## config.mk

```make
export PLATFORM = sky130hd
export DESIGN_NAME = pipe_stage_reg
export DESIGN_NICKNAME = d
export VERILOG_FILES = /design/src/rtl/pipe_pkg.sv /design/src/rtl/sat_counter.sv /design/src/rtl/pipe_stage_reg.sv
export SDC_FILE = /design/constraint.sdc
export NUM_CORES = 1
export LEC_CHECK = 0
export ABC_AREA = 1
export CORE_AREA = 2 2 193 195
export DETAILED_ROUTE_END_ITERATION = 8
export DIE_AREA = 0 0 195 197
export SLEW_MARGIN = 30
export SYNTH_ARGS = -nofsm -noshare
export SYNTH_HDL_FRONTEND = slang
export SYNTH_SLANG_ARGS = --single-unit
```

## constraint.sdc

```tcl
create_clock -name cpu_clk -period 10.6 [get_ports cpu_clk]
set_input_delay 3.18 -clock cpu_clk [delete_from_list [all_inputs] [get_ports cpu_clk]]
set_output_delay 3.18 -clock cpu_clk [all_outputs]
set_load 0.1 [all_outputs]
```

## src/rtl/pipe_pkg.sv

```systemverilog
// Shared pipeline definitions: control bundle layout and the bubble encoding.
package pipe_pkg;
  localparam int CTRL_W = 16;
  localparam int DATA_W = 32;

  // Control field offsets (LSB of each field)
  localparam int RF_WE   = 0;
  localparam int RAM_WE  = 1;
  localparam int RF_WSEL = 2;   // 2 bits
  localparam int BR_OP   = 4;   // 3 bits
  localparam int ALU_OP  = 7;   // 4 bits
  localparam int IS_LOAD = 11;

  localparam logic [2:0] BR_NONE = 3'b111;
  localparam logic [CTRL_W-1:0] CTRL_NOP = CTRL_W'({BR_NONE, 4'b0000});
endpackage

```

## src/rtl/sat_counter.sv

```systemverilog
// Up-counter that sticks at all-ones; synchronous clear beats increment.
module sat_counter #(
  parameter int W = 16
) (
  input  logic         cpu_clk,
  input  logic         cpu_rst,
  input  logic         inc,
  input  logic         clr,
  output logic [W-1:0] count
);
  always_ff @(posedge cpu_clk or posedge cpu_rst) begin
    if (cpu_rst)                 count <= '0;
    else if (clr)                count <= '0;
    else if (inc && count != '1) count <= count + 1'b1;
  end
endmodule

```

## src/rtl/pipe_stage_reg.sv

```systemverilog
// Generic inter-stage pipeline register with valid bit, stall, flush, bubble
// insertion, late-forward capture on operand lanes and stall/bubble counters.
module pipe_stage_reg #(
  parameter int                CTRL_W   = pipe_pkg::CTRL_W,
  parameter logic [CTRL_W-1:0] CTRL_NOP = CTRL_W'(pipe_pkg::CTRL_NOP),
  parameter int                PAY_W    = 64,
  parameter int                DATA_W   = pipe_pkg::DATA_W,
  parameter int                N_OPND   = 3,
  parameter int                CNT_W    = 16
) (
  input  logic                     cpu_clk,
  input  logic                     cpu_rst,
  input  logic                     stall,
  input  logic                     flush,
  input  logic                     nop,
  input  logic                     valid_in,
  input  logic [CTRL_W-1:0]        ctrl_in,
  input  logic [PAY_W-1:0]         pay_in,
  input  logic [N_OPND*DATA_W-1:0] opnd_in,
  input  logic [N_OPND-1:0]        fwd_en,
  input  logic [N_OPND*DATA_W-1:0] fwd_data,
  input  logic                     cnt_clr,
  output logic                     valid_out,
  output logic [CTRL_W-1:0]        ctrl_out,
  output logic [PAY_W-1:0]         pay_out,
  output logic [N_OPND*DATA_W-1:0] opnd_out,
  output logic [CNT_W-1:0]         stall_cnt,
  output logic [CNT_W-1:0]         bubble_cnt
);
  import pipe_pkg::*;

  logic stall_inc, bubble_inc;

  // Flush overrides stall; nop only counts when the register actually advances.
  assign stall_inc  = stall & ~flush;
  assign bubble_inc = flush | (nop & ~stall);

  always_ff @(posedge cpu_clk or posedge cpu_rst) begin
    if (cpu_rst) begin
      valid_out <= 1'b0;
      ctrl_out  <= CTRL_NOP;
      pay_out   <= '0;
    end else if (flush) begin
      valid_out <= 1'b0;
      ctrl_out  <= CTRL_NOP;
      pay_out   <= pay_in;
    end else if (!stall) begin
      valid_out <= valid_in & ~nop;
      ctrl_out  <= nop ? CTRL_NOP : ctrl_in;
      pay_out   <= pay_in;
    end
  end

  for (genvar i = 0; i < N_OPND; i++) begin : g_lane
    logic [DATA_W-1:0] fwd_lane, sel_lane, lane_q;

    assign fwd_lane = fwd_data[i*DATA_W +: DATA_W];
    assign sel_lane = fwd_en[i] ? fwd_lane : opnd_in[i*DATA_W +: DATA_W];

    // While stalled a lane still picks up a late-arriving forward value.
    always_ff @(posedge cpu_clk or posedge cpu_rst) begin
      if (cpu_rst)        lane_q <= '0;
      else if (flush)     lane_q <= sel_lane;
      else if (!stall)    lane_q <= sel_lane;
      else if (fwd_en[i]) lane_q <= fwd_lane;
    end

    assign opnd_out[i*DATA_W +: DATA_W] = lane_q;
  end

  sat_counter #(.W(CNT_W)) u_stall_cnt (
    .cpu_clk (cpu_clk),
    .cpu_rst (cpu_rst),
    .inc     (stall_inc),
    .clr     (cnt_clr),
    .count   (stall_cnt)
  );

  sat_counter #(.W(CNT_W)) u_bubble_cnt (
    .cpu_clk (cpu_clk),
    .cpu_rst (cpu_rst),
    .inc     (bubble_inc),
    .clr     (cnt_clr),
    .count   (bubble_cnt)
  );
endmodule

```

# Word-level counts from Yosys, hierarchy flattened
# Index checks and enable logic that the tools add are counted.
# Widths: inputs -> output; s select.
word_totals:
  reg_bits: 209
  wordCells: 50
classes:
  reduce_logical: 4
  bitwise: 7
  add_sub_neg: 2
  n_eq_ne: 6
  n_mux: 23
ops:
  columns: ["operator", "count"]
  rows:
  - ["$mux 32", 12]
  - ["$mux 64", 2]
  - ["$mux 16", 7]
  - ["$add 16x1->16 const B", 2]
  - ["$ne 16x16->1 const B", 2]
  - ["$ne 3x1->1 const B", 3]
  - ["$reduce_bool 2->1", 2]
  - ["$and 1x1->1", 3]
  - ["$not 1->1", 3]
  - ["$logic_and 1x1->1", 2]
  - ["$mux 1", 2]
  - ["$ne 2x1->1 const B", 1]
  - ["$or 1x1->1", 1]

# Logic depth before layout (Yosys ltp)
# Gate-level depths: netlist (run 1).
logic_depth:
  depth_word: 6
  ltp_mapped: 10

# Hierarchy
# A second synthesis (run 1) with hierarchy kept.
unflattened:
  cells_unflattened: 1410
  hier_area_um2: 10516.3
by_module_without_submodules:
  columns: ["mod", "cells_per_inst", "n_inst", "area_each_um2", "seq_area_each_um2"]
  rows:
  - ["pipe_stage_reg", 1088, 1, 8354.3, 4433.0]
  - ["sat_counter", 161, 2, 1081.0, 400.4]

# Least setup slack after synthesis (run 1)
# OpenSTA, ideal clock, no wires.
synth_path:
  path_type: "flip-flop to output port"
  from: "reg u_bubble_cnt.count[2]"
  to: "out bubble_cnt[2]"
  path_stages_with_launch: 1
  t_arrival_ns: 0.981
  path_buffers: 0
  slack_ns: 6.439
  path_cell_list: "dfrtp_1"
synth_lines:
  columns: ["item", "line", "text"]
  rows:
  - ["from (decl)", "sat_counter.sv:9", "output logic [W-1:0] count"]
  - ["from (signal assigned)", "sat_counter.sv:14", "else if (inc && count != '1) count <= count + 1'b1;"]
  - ["to (decl)", "pipe_stage_reg.sv:28", "output logic [CNT_W-1:0] bubble_cnt"]
# No word-level cell between the ends.

# Final worst setup path (run 1)
layout_path:
  from: "in stall"
  to: "reg g_lane[0].lane_q[5]"
layout_between:
  elab_chain_cells: 2
  word_cells_on_any_way: 3
layout_lines:
  columns: ["item", "line", "text"]
  rows:
  - ["from (decl)", "pipe_stage_reg.sv:13", "input logic stall,"]
  - ["$mux 32", "pipe_stage_reg.sv:64", "else if (!stall) lane_q <= sel_lane;"]
  - ["$mux 32", "pipe_stage_reg.sv:63", "else if (flush) lane_q <= sel_lane;"]
  - ["to (signal assigned)", "pipe_stage_reg.sv:63", null]
  - ["to (signal assigned)", "pipe_stage_reg.sv:64", null]
  - ["to (signal assigned)", "pipe_stage_reg.sv:65", "else if (fwd_en[i]) lane_q <= fwd_lane;"]
  - ["to (decl)", "pipe_stage_reg.sv:55", "logic [DATA_W-1:0] fwd_lane, sel_lane, lane_q;"]
# Several ways; a longest one is shown, not always the timed one.
# A chain may end at the register's enable or synchronous reset.

==> results.sh, run 1 <==
export IMPL_ys_top_cells_by_area="dfrtp_1 54%, nand2_1 21%, nand3_1 13%"
export IMPL_worstMarginPinSlew_ns=1.05
export IMPL_ctsHoldBuffers=0
export IMPL_final_layout_size_suffix_gt1_frac=0.0535
export IMPL_fin_crit_sh=0.513
export IMPL_cts_root_buf="clkbuf_16"
export IMPL_antenna_found_initial=2
export IMPL_yosysTopAreaCell="dfrtp_1"
export IMPL_dp_cells=2100
export IMPL_firstDrtPassIters=5
export IMPL_min_period_ns=5.44
export IMPL_area_growth_pct=63.9
export IMPL_cts_resized=0
export IMPL_grt_usage=0.196
export IMPL_tns_ns=0
export IMPL_arrival_ns=5.85
export IMPL_dieHeight_um=197
export IMPL_grt_overflow_total=0
export IMPL_cp_max_fo=85
export IMPL_cts_tree="yes"
export IMPL_die_w_um=195
export IMPL_status="finished, final reports clean"
export IMPL_yosysSeqAreaShare=0.550
export IMPL_routedWlPerCell_um=17.9
export IMPL_grt_pass1_wl_um=58500
export IMPL_cap_violations=0
export IMPL_dpl_cell_area_mm2=0.0147
export IMPL_ant_nets=0
export IMPL_syn_area_mm2=0.00952
export IMPL_max_slew_margin_rel=0.298
export IMPL_nNetsFinal=1945
export IMPL_fmax_mhz=184
export IMPL_grt_max_degree=86
export IMPL_cts_sinks=209
export IMPL_remaining_drc_errors=0
export IMPL_gpl_final_weighted_congestion=0.934
export IMPL_ys_warn_count=0
export IMPL_h_tree_depth=1
export IMPL_start_util=0.263
export IMPL_syn_inst=1196
export IMPL_critPathCaptureType="register"
export IMPL_final_area_mm2=0.0156
export IMPL_numCtsBuffers=26
export IMPL_pin_count=491
export IMPL_whs_ns=0.472
export IMPL_die_area_mm2=0.0384
export IMPL_clockBufferDepth=3
export IMPL_fin_util=0.431
export IMPL_hpwl_um=28100
export IMPL_critPathRequiredTime_ns=11.01
export IMPL_clock_latency_ns=0.53
export IMPL_setup_ws_ns=5.16
export IMPL_drt_total_wl_um=38600
export IMPL_grt_pass1_vias=9851
export IMPL_setup_viol=0
export IMPL_clkSlewWorstSetupHoldPaths_ns=0.06
export IMPL_finClkSkew_ns=0.00801
export IMPL_rsz0062_at_grt="false"
export IMPL_syn_num_nets=1480
export IMPL_netlist_cell_type_count=24
export IMPL_finalMaxSlewViolations=0
export IMPL_p_leak_nw=7.10
export IMPL_min_path_type="reg -> reg"
export IMPL_core_mm2=0.0363
export IMPL_yosys_register_bits=209
export IMPL_critPathLaunchType="primary input"
export IMPL_peakVddDrop_v=0.000116
export IMPL_fin_cells=2150
export IMPL_postCtsSetupBuffers=0
export IMPL_synthDominantCellAreaShare=0.541
export IMPL_num_vias=9848
export IMPL_powerDensity_mw_per_mm2=168
export IMPL_critical_path_class="in -> reg"
export IMPL_io_buffers=490
export IMPL_p_total_mw=2.62
export IMPL_hold_viol=0
export IMPL_pre_cts_ws_ns=4.60
export IMPL_drt_initial_drc_count=569
export IMPL_vias_per_cell=4.58
export IMPL_fp_row_count=70
export IMPL_syn_avg_cell_area_um2=7.96
routing by layer:
| layer | track usage | vias up | part of all wire |
|---|---|---|---|
| met5 | 0 | - | 0.00034 |
| met1 | 0.240 | 4666 | 0.40 |
| met4 | 0.0625 | 2 | 0.033 |
| met2 | 0.333 | 366 | 0.49 |
| li1 | - | 4746 | - |
| met3 | 0.0539 | 68 | 0.076 |
sequential cells by signal, indices dropped and copies added (netlist names):
signal              flops
u_bubble_cnt.count     16
ctrl_out               16
u_stall_cnt.count      16
valid_out               1
pay_out                64
g_lane.lane_q          96
placed cells by master, fill, tap and decap left out, types with 2 or more instances in the layout:
cell type and instances:
xnor2_1 4, bufinv_16 3, clkbuf_1 11, clkbuf_16 27
ha_1 2, buf_6 2, nand2_1 535, o21ai_0 15
nor2_1 39, xor2_1 10, inv_2 4, clkdlybuf4s50_1 469
nand3b_1 4, nor2_2 7, buf_2 21, clkbuf_8 4
buf_4 8, nand4_1 5, nand3_1 252, nor2_4 4
inv_1 36, dfrtp_1 206, dfstp_2 3
cells in the mapped netlist:
master / n
a21oi_1: 1
o21bai_1: 1
dfstp_2: 3
nand2_1: 535
inv_2: 2
nand3_1: 252
nand4_1: 5
buf_1: 9
nand3b_1: 4
xnor2_1: 4
clkbuf_1: 20
dfrtp_1: 206
o21ai_1: 1
xor2_1: 10
buf_4: 8
nor2_4: 3
buf_6: 1
nor2_1: 39
ha_1: 2
nor2_2: 8
buf_2: 26
nor2_8: 1
inv_1: 40
o21ai_0: 15
logic make-up after synthesis:
group	after synthesis	share of synthesized area
AOI/OAI and AO/OA	18	0.00972
xor gates and xnor gates	14	0.0129
adders and majority gates	2	0.00263
buffers and inverters	106	0.0491
DFF	209	0.550
and+or+nand+nor	847	0.376
final timing paths:
path | from | endpoint | slack, ns | cells past startpoint
max | stall | g_lane[0].lane_q[5] | 5.16 | 9
min | g_lane[1].lane_q[16] | g_lane[1].lane_q[16] | 0.47 | 2
max reg2reg | u_stall_cnt.count[0] | u_stall_cnt.count[8] | 8.60 | 8
min reg2reg | g_lane[1].lane_q[16] | g_lane[1].lane_q[16] | 0.47 | 2
max in group asynchronous | cpu_rst | g_lane[0].lane_q[9] | 6.38 | 3
min in group asynchronous | cpu_rst | pay_out[25] | 3.13 | 2
cell type report:
cell class / count / area (um^2)
antenna: 1 / 2.50
clock buffer: 42 / 772
clock inverter: 6 / 111
fill: 3669 / 20600
inverter: 42 / 170
multi-input combinational: 881 / 3830
sequential: 209 / 5230
tap: 468 / 586
timing repair buffer: 501 / 4910
report_power, final:
group	total (mW)	internal (mW)	switching (mW)	leakage, nW
Clock	0.926	0.569	0.357	0.425
Combinational	0.805	0.216	0.589	4.09
Sequential	0.893	0.856	0.0366	2.59
worst max-delay path: stages:
cell and delay (ns):
clkdlybuf4s50_1 0.48, inv_2 0.27, nor2_8 0.06, inv_6 0.47, buf_4 0.81, nor2_2 0.03
buf_4 0.28, nand2_1 0.10, nand3_1 0.07
Power figures use the tool's default switching activity.
==> inputs of run 2 (changes only) <==
- clock period: 10.6 -> 5.2 ns (I/O delays scaled with it)
==> run 2 against run 1 <==
Wire length fell by 1.7%. Sequential share of layout area fell by 0.081 points. Die area did not move. Utilization rose by 0.10 points. Via count fell by 0.64%. Non-clock buffer count rose by 3. Setup slack got worse by 3.8 ns. Final area rose by 0.24%. Largest power group is now registers.
==> results.sh, run 2 (synthesis results as in run 1) <==
export IMPL_slowest_stage="clkdlybuf4s50_1"
export IMPL_min_period_ns=3.80
export IMPL_h_tree_depth=1
export IMPL_grt_pass1_wl_um=57900
export IMPL_status="finished, final reports clean"
export IMPL_cts_sinks=209
export IMPL_grt_overflow_total=0
export IMPL_start_util=0.263
export IMPL_hpwl_um=28000
export IMPL_largest_register_ffs=96
export IMPL_core_mm2=0.0363
export IMPL_drt_total_wl_um=37900
export IMPL_final_area_mm2=0.0156
export IMPL_rsz0062_at_grt="false"
export IMPL_ctsHoldBuffers=0
export IMPL_ant_nets=0
export IMPL_slowest_delay_ns=1.16
export IMPL_num_vias=9785
export IMPL_p_leak_nw=7.12
export IMPL_min_path_type="reg -> reg"
export IMPL_finClkSkew_ns=0.00614
export IMPL_postCtsSetupBuffers=0
export IMPL_peakVddDrop_v=0.000205
export IMPL_dieHeight_um=197
export IMPL_fin_crit_sh=0.730
export IMPL_clockBufferDepth=3
export IMPL_hold_viol=0
export IMPL_area_growth_pct=64.3
export IMPL_grt_usage=0.193
export IMPL_crit_family="buffers and inverters"
export IMPL_die_area_mm2=0.0384
export IMPL_critPathRequiredTime_ns=3.64
export IMPL_reg_top3="g_lane.lane_q: 96 flops, pay_out: 64 flops"
export IMPL_routedWlPerCell_um=17.6
export IMPL_critical_path_class="reg -> out"
export IMPL_layout_commonest_cell="nand2_1"
export IMPL_worstPathCellList="clkdlybuf4s50_1"
export IMPL_most_common_layout_cells="535 x nand2_1, 471 x clkdlybuf4s50_1, 252 x nand3_1"
export IMPL_fmax_mhz=263
export IMPL_cts_root_buf="clkbuf_16"
export IMPL_firstDrtPassIters=4
export IMPL_setup_viol=0
export IMPL_cts_tree="yes"
export IMPL_drt_initial_drc_count=451
export IMPL_grt_pass1_vias=9744
export IMPL_powerDensity_mw_per_mm2=336
export IMPL_cp_max_fo=2
export IMPL_crit_buf_inv=1
export IMPL_io_buffers=490
export IMPL_nNetsFinal=1948
export IMPL_worstMarginPinSlew_ns=1.05
export IMPL_pin_count=491
export IMPL_finalMaxSlewViolations=0
export IMPL_arrival_ns=2.24
export IMPL_cts_resized=0
export IMPL_clkSlewWorstSetupHoldPaths_ns=0.06
export IMPL_tns_ns=0
export IMPL_clock_latency_ns=0.53
export IMPL_critPathLaunchType="register"
export IMPL_critPathCaptureType="output port"
export IMPL_antenna_found_initial=3
export IMPL_cap_violations=0
export IMPL_max_slew_margin_rel=0.297
export IMPL_grt_max_degree=82
export IMPL_die_w_um=195
export IMPL_vias_per_cell=4.54
export IMPL_gpl_final_weighted_congestion=0.928
export IMPL_numCtsBuffers=26
export IMPL_fp_row_count=70
export IMPL_remaining_drc_errors=0
export IMPL_dpl_cell_area_mm2=0.0148
export IMPL_final_layout_size_suffix_gt1_frac=0.0564
export IMPL_largest_register="g_lane.lane_q"
[run 2: stage by stage]
| stage | setup WS, ns | hold WS (ns) | utilization | power (mW) | instances |
|---|---|---|---|---|---|
| final | 1.40 | 0.470 | 0.432 | 5.27 | 2154 |
| after global routing | 1.33 | 0.496 | 0.432 | 5.47 | 2154 |
| after CTS | 1.36 | 0.480 | 0.431 | 5.34 | 2150 |
| after detailed placement | 1.34 | 0.464 | 0.408 | 3.50 | 2103 |
| after global placement | 1.37 | 0.461 | 0.409 | 3.50 | 2103 |
| after floorplan | 0.928 | 0.767 | - | 2.93 | 1196 |
[run 2: report_power, final]
| group | total (mW) | switching, mW | internal [mW] | leakage (nW) |
|---|---|---|---|---|
| sequential | 1.82 | 0.0729 | 1.75 | 2.59 |
| clock | 1.80 | 0.711 | 1.09 | 0.424 |
| combinational | 1.64 | 1.20 | 0.445 | 4.11 |
| total | 5.27 | 1.98 | 3.28 | 7.12 |
[run 2: final timing paths]
kind | start | to | slack (ns) | cells after the start
worst max-delay path | ctrl_out[5] | ctrl_out[5] | 1.40 | 1
worst min-delay path | pay_out[41] | pay_out[41] | 0.47 | 2
worst max register to register | u_stall_cnt.count[0] | u_stall_cnt.count[11] | 3.17 | 8
worst min register to register | pay_out[41] | pay_out[41] | 0.47 | 2
max in group asynchronous | cpu_rst | pay_out[33] | 2.79 | 3
min in group asynchronous | cpu_rst | g_lane[1].lane_q[5] | 1.52 | 2
[run 2: final cells by class]
cell class | count | area, um^2
Tap cell | 468 | 586
Clock inverter | 7 | 62.6
Clock buffer | 40 | 795
Sequential cell | 209 | 5230
Inverter | 42 | 166
Timing Repair Buffer | 504 | 4970
Fill cell | 3700 | 20600
Multi-Input combinational cell | 881 | 3830
Antenna cell | 3 | 7.51
[run 2: layer usage]
metal	wire length [um]	track usage	share of wire	vias up
li1	-	-	-	4755
met1	15900	0.242	0.42	4657
met2	18700	0.334	0.49	324
met3	2550	0.0455	0.067	49
met4	797	0.0509	0.021	0
met5	0	0	0	-
